<file path="src/rtl/pipe_reg.sv">
// WIDTH-bit, DEPTH-stage register delay line with per-stage valid bits, stall,
// synchronous flush, a selectable tap output and a registered occupancy count.
module pipe_reg #(
    parameter int unsigned           WIDTH     = 8,
    parameter int unsigned           DEPTH     = 4,
    parameter logic [WIDTH-1:0]      RESET_VAL = '0,
    localparam int unsigned          TAPW      = (DEPTH > 1) ? $clog2(DEPTH) : 1,
    localparam int unsigned          CNTW      = $clog2(DEPTH + 1)
) (
    input  logic             clk,
    input  logic             reset,
    input  logic             en,
    input  logic             flush,
    input  logic [WIDTH-1:0] d,
    input  logic             d_valid,
    input  logic [TAPW-1:0]  tap,
    output logic [WIDTH-1:0] q,
    output logic             q_valid,
    output logic [WIDTH-1:0] tap_q,
    output logic             tap_valid,
    output logic [CNTW-1:0]  count
);

    // Valid semantics: d is captured only on a posedge with en=1 and flush=0;
    // d_valid travels with the data, so a bubble still shifts its data word.
    // There is no ready; en is the only backpressure and it stalls every stage.

    logic [WIDTH-1:0] stage [DEPTH];
    logic [DEPTH-1:0] v;
    logic [DEPTH-1:0] v_next;
    logic [CNTW-1:0]  cnt_next;

    always_comb begin
        v_next = v;
        if (flush) begin
            v_next = '0;
        end else if (en) begin
            v_next[0] = d_valid;
            for (int i = 1; i < DEPTH; i++) begin
                v_next[i] = v[i-1];
            end
        end
    end

    // Count is recomputed from the next valid vector, so it can never wrap.
    always_comb begin
        cnt_next = '0;
        for (int i = 0; i < DEPTH; i++) begin
            cnt_next = cnt_next + CNTW'(v_next[i]);
        end
    end

    always_ff @(posedge clk or posedge reset) begin
        if (reset) begin
            for (int i = 0; i < DEPTH; i++) begin
                stage[i] <= RESET_VAL;
            end
            v     <= '0;
            count <= '0;
        end else begin
            v     <= v_next;
            count <= cnt_next;
            if (!flush && en) begin
                stage[0] <= d;
                for (int i = 1; i < DEPTH; i++) begin
                    stage[i] <= stage[i-1];
                end
            end
        end
    end

    assign q       = stage[DEPTH-1];
    assign q_valid = v[DEPTH-1];

    // Out-of-range taps fall through to the reset value with valid low.
    always_comb begin
        tap_q     = RESET_VAL;
        tap_valid = 1'b0;
        for (int i = 0; i < DEPTH; i++) begin
            if (tap == TAPW'(i)) begin
                tap_q     = stage[i];
                tap_valid = v[i];
            end
        end
    end

endmodule
</file>
<file path="config.mk">
export PLATFORM = sky130hd
export DESIGN_NAME = pipe_reg
export DESIGN_NICKNAME = d
export VERILOG_FILES = /design/src/rtl/pipe_reg.sv
export SDC_FILE = /design/constraint.sdc
export NUM_CORES = 1
export LEC_CHECK = 0
export CAP_MARGIN = 20
export CORE_ASPECT_RATIO = 0.7
export CORE_MARGIN = 5
export CORE_UTILIZATION = 48
export CTS_BUF_LIST = sky130_fd_sc_hd__clkbuf_4 sky130_fd_sc_hd__clkbuf_8
export DETAILED_ROUTE_END_ITERATION = 8
export GPL_TIMING_DRIVEN = 1
export PLACE_DENSITY = 0.73
export SYNTH_ARGS = -nofsm -noshare
export SYNTH_HDL_FRONTEND = slang
export SYNTH_SLANG_ARGS = --single-unit
</file>
<file path="constraint.sdc">
create_clock -name clk -period 1.61 [get_ports clk]
set_input_delay 0.322 -clock clk [delete_from_list [all_inputs] [get_ports clk]]
set_output_delay 0.322 -clock clk [all_outputs]
set_load 0.02 [all_outputs]
</file>
Word level (Yosys, flattened, before mapping)
Cells that the tools add are included.
{ "totals": {"ff_bits": 39, "latchBits": 0, "mem_bits_rw": 0, "rom_bits": 0, "in_bits": 15, "word_cells": 25, "mem_count": 0} }
{ "op_classes": {"n_addsub": 3, "n_mul": 0, "div_mod_pow": 0, "magnitude_cmp": 0, "eq_ne": 3, "shift": 0, "n_mux": 10, "bitwise": 0, "n_reduce_logical": 3} }
{ "op_table": {"columns": ["op", "n"], "rows": [
  ["$mux W8", 4],
  ["$mux W4", 2],
  ["$eq A2 B2 Y1 const B", 2],
  ["$mux W1", 4],
  ["$add A2 B1 Y3", 1],
  ["$add A3 B1 Y3", 1],
  ["$add A1 B1 Y2", 1],
  ["$eq A2 B1 Y1 const B", 1],
  ["$logic_not A2 Y1", 1],
  ["$logic_and A1 B1 Y1", 1],
  ["$logic_not A1 Y1", 1]
]} }

Depth between registers and ports, before layout
{ "depth": {"depth_word": 5, "mapped_depth": 6, "mapped_depth_nobuf": 5} }

Least setup slack after synthesis
OpenSTA, ideal clock, no wires.
{ "synth_timing": {"kind": "input-to-reg", "from": "input port en", "to": "register count[1]", "setup_time_ns": 0.126, "arrival_ns": 1.567, "slack_ns": -0.083, "path_stages": 6, "path_cell_list": "buf_6 mux2i_1 nor2_1 fa_1 ha_1 ha_1"} }
{ "synth_between": {"elab_chain_cells": 5} }
{ "synth_lines": {"columns": ["element", "line_no", "text"], "rows": [
  ["start: declaration", "12", "input logic en,"],
  ["$mux W4", "37", "end else if (en) begin"],
  ["$mux W4", "35", "if (flush) begin"],
  ["named net v_next[0]", "30", "logic [DEPTH-1:0] v_next;"],
  ["$add A1 B1 Y2", "49", "cnt_next = cnt_next + CNTW'(v_next[i]);"],
  ["$add A2 B1 Y3", "49", null],
  ["$add A3 B1 Y3", "49", null],
  ["named net cnt_next[1]", "31", "logic [CNTW-1:0] cnt_next;"],
  ["end signal: assignment", "62", "count <= cnt_next;"],
  ["end: declaration", "21", "output logic [CNTW-1:0] count"]
]} }
The timed path passes the listed nets, and every way through them passes these cells.
A chain may end at the register's enable or synchronous reset.

Worst setup path after layout
{ "layout_timing": {"from": "register v[0]", "to": "register count[1]"} }
{ "layout_between": {"elab_chain_cells": 5} }
{ "layout_lines": {"columns": ["element", "line_no", "text"], "rows": [
  ["start: declaration", "29", "logic [DEPTH-1:0] v;"],
  ["start signal: assignment", "61", "v <= v_next;"],
  ["$mux W4", "37", null],
  ["$mux W4", "35", null],
  ["named net v_next[1]", "30", null],
  ["$add A1 B1 Y2", "49", null],
  ["$add A2 B1 Y3", "49", null],
  ["$add A3 B1 Y3", "49", null],
  ["named net cnt_next[1]", "31", null]
]} }
The timed path passes the listed nets, and every way through them passes these cells.

==> out/results.ini <==
[clock_tree]
clk_latency_ns=0.29
htree_levels=2
clk_pin_slew_ns=0.08
cts_tree=built
cts_sinks=39
cts_buffers=5
root_buffer=clkbuf_8
cts_buffer_depth=2

[drt]
postRouteAntennaNets=0
drt_iter0_drc=29
wire_per_inst_um=16.8
routed_wirelength_um=3970
via_per_inst=4.91
drt_first_pass_iters=2
drc=0
vias=1163

[synth]
muxShareOfSynthArea_pct=37.3
synth_area_um2=1920
synth-seq-cells=39
netlist_instances=108
synth.distinct_cells=15
synthTopCellsByCount=39 x dfrtp_1, 30 x mux2_4, 9 x mux4_2
synth_nets=126
syn_avg_cell_area_um2=17.8
synth-simple-area-share_pct=1.50
synth_compound_area_share_pct=0
seq_area_frac_synth_pct=50.8
synth_fa_ha_area_share_pct=2.35
synth_top_family_by_area=multiplexers
synth_area_leader_cell=dfrtp_1
synth-edff-count=0
yosys.area.top_type_share_pct=50.8
synth-xor-area-share_pct=0
ys_top_cells_by_area=dfrtp_1 51%, mux2_4 23%, mux4_2 11%
ys_async_sr_fraction_pct=100
yosys_most_used_dff=dfrtp_1
yosysMostFrequentCell=dfrtp_1
yosys_warnings=0

[timing]
finalHoldViolCount=0
fin_skew_ns=0.00881
slew_viol_final=0
fin_crit_sh_pct=108
setup_slack_ns=-0.124
rsz0062_at_grt=yes
fin_crit_ns=1.73
setup_viol=11
max_freq_ghz=0.577
relSlewSlack_pct=76.3
worst_pin_slew_ns=0.355

[die]
placementRows=19
dieWidth_um=85.6
num_io_pins=36
core_area_um2=3900
dieArea_um2=5390
die_h_um=62.9
start_util_pct=49.3

[global_routing]
grt_max_degree=28
grt_usage_pct=16.0
grt_pass1_wl_um=6640
antenna_found_initial=0
grt_pass1_vias=1299
grt.overflow.total=0

[finish]
multiInputGateArea_um2=826
nFillCells=263
finalCoreUtilization_pct=71.0
syn2layout_area_growth_pct=44.2
instances_no_fill=237
nNetsFinal=202
drive_above_1_share_pct=62.7
seq_area_um2=976
insertedDiodeCount=0

[worst_setup_path]
r2r-end=count[1]$_DFF_PP0_
worstPathCellList=mux2i_1, nor2_2, fa_1, ha_4, ha_4
cp_top_family=adder cells
path_class=reg2reg
critPathRequiredTime_ns=1.79
path_buf_inv=0
reg2regPathDepth=5
ff2ff_setup_slack_ns=-0.12
cp-startpoint=v[0]$_DFF_PP0_
cp_common_cell=ha_4
cpPeakStageDelay_ns=0.58
cp_max_fo=3
cp.arrival_ns=1.91
rr_startpoint=v[0]$_DFF_PP0_
cp_slowest_cell=fa_1
cp-start-kind=flop
cp-end-kind=flop

[power]
vdd.ir_drop.worst_mv=0.986
powerDensity_nw_per_um2=1400
leakage_nw=1.34

[run_status]
status=finished, violations left
violations=setup timing

[placement]
dp_hpwl_um=2730
dp_slack_ns=-0.785
gp_congestion=0.782
dp_cells=215
numPortBuffers=35

[job]
max_cap_viol_count=0

[min_path]
min_path_type=in2async

## registers in the layout (all words and copies together), names as in the netlist
signal and cells:
stage 24, q 8, v 4, count 3
## worst max path at each step
| stage | cells past startpoint | to | slack [ns] |
|---|---|---|---|
| 2_1_floorplan | 6 | count[1]$_DFF_PP0_ | -0.07 |
| 3_3_place_gp | 4 | tap_q[5] | -0.78 |
| 3_5_place_dp | 4 | tap_q[5] | -0.79 |
| 4_1_cts | 5 | count[1]$_DFF_PP0_ | -0.07 |
| 5_1_grt | 5 | count[1]$_DFF_PP0_ | -0.15 |
| 6_report | 5 | count[1]$_DFF_PP0_ | -0.12 |
## routing by layer
metal / share of wire (%) / global-route usage (%) / vias up
met4: 0.98 / 4.74 / 0
met2: 50 / 26.4 / 19
met3: 4.4 / 4.61 / 7
met1: 45 / 20.6 / 608
li1: - / - / 529
met5: 0 / 0 / -
## power breakdown
group,switching [mW],total (mW),internal (mW)
clock,0.351,0.969,0.618
sequential,0.155,1.37,1.22
combinational,0.562,1.55,0.985
## layout by cell type, fill, tap and decap left out
cell type | synthesis | final
buf_12 | 3 | 2
buf_16 | 0 | 1
buf_2 | 1 | 1
buf_4 | 8 | 44
buf_6 | 2 | 11
bufinv_16 | 0 | 2
clkbuf_2 | 0 | 1
clkbuf_8 | 0 | 5
clkdlybuf4s15_1 | 0 | 1
clkdlybuf4s50_1 | 0 | 12
clkinvlp_4 | 0 | 1
dfrtp_1 | 39 | 39
dlygate4sd2_1 | 0 | 10
dlymetal6s2s_1 | 0 | 1
fa_1 | 1 | 1
ha_4 | 0 | 2
inv_1 | 1 | 1
mux2_2 | 2 | 2
mux2_4 | 30 | 30
mux2i_1 | 4 | 3
mux2i_2 | 0 | 1
mux4_2 | 9 | 9
nor2_1 | 4 | 1
nor2_2 | 0 | 3
nor2b_4 | 1 | 1
## stage by stage
stage / hold slack (ns) / TNS, ns / instance area (µm²) / power, mW
6_report: 0.336 / -0.417 / 2770 / 3.89
3_5_place_dp: 0.526 / -17.47 / 2470 / 2.82
4_1_cts: 0.338 / -0.397 / 2700 / 3.85
3_3_place_gp: 0.511 / -17.05 / 2470 / 2.76
5_1_grt: 0.357 / -0.901 / 2770 / 4.07
2_1_floorplan: 0.405 / -0.0736 / 1920 / 2.22
## cells by family after synthesis
| family | count (synthesis) |
|---|---|
| flops | 39 |
| buf+inv | 16 |
| simple gates | 5 |
| mux | 45 |
| fa+ha+maj | 3 |
## what timing repair did
| action | 4_1_cts | 5_1_grt |
|---|---|---|
| pin swaps | 2 | 1 |
| gates cloned | 1 | 0 |
| gates resized for setup | 77 | 6 |
| buffers inserted | 6 | 7 |
| hold buffers | 0 | 0 |
| setup endpoints to repair | 23 | 14 |
| endpoints found under the hold margin | 0 | 0 |
## cell type report
type                            instances  share of cell area [%]
Inverter                                1                   0.136
Sequential cell                        39                    35.2
Clock buffer                            5                    2.49
Timing Repair Buffer                   84                    27.5
Clock inverter                          3                    2.44
Tap cell                               52                    2.35
Multi-Input combinational cell         53                    29.8
## tightest hold or removal path, cell delays in order
cell	delay, ns
clkdlybuf4s50_1	0.40
inv_1	0.07
buf_4	0.20
No activity file was read; power rests on OpenSTA's default activity.
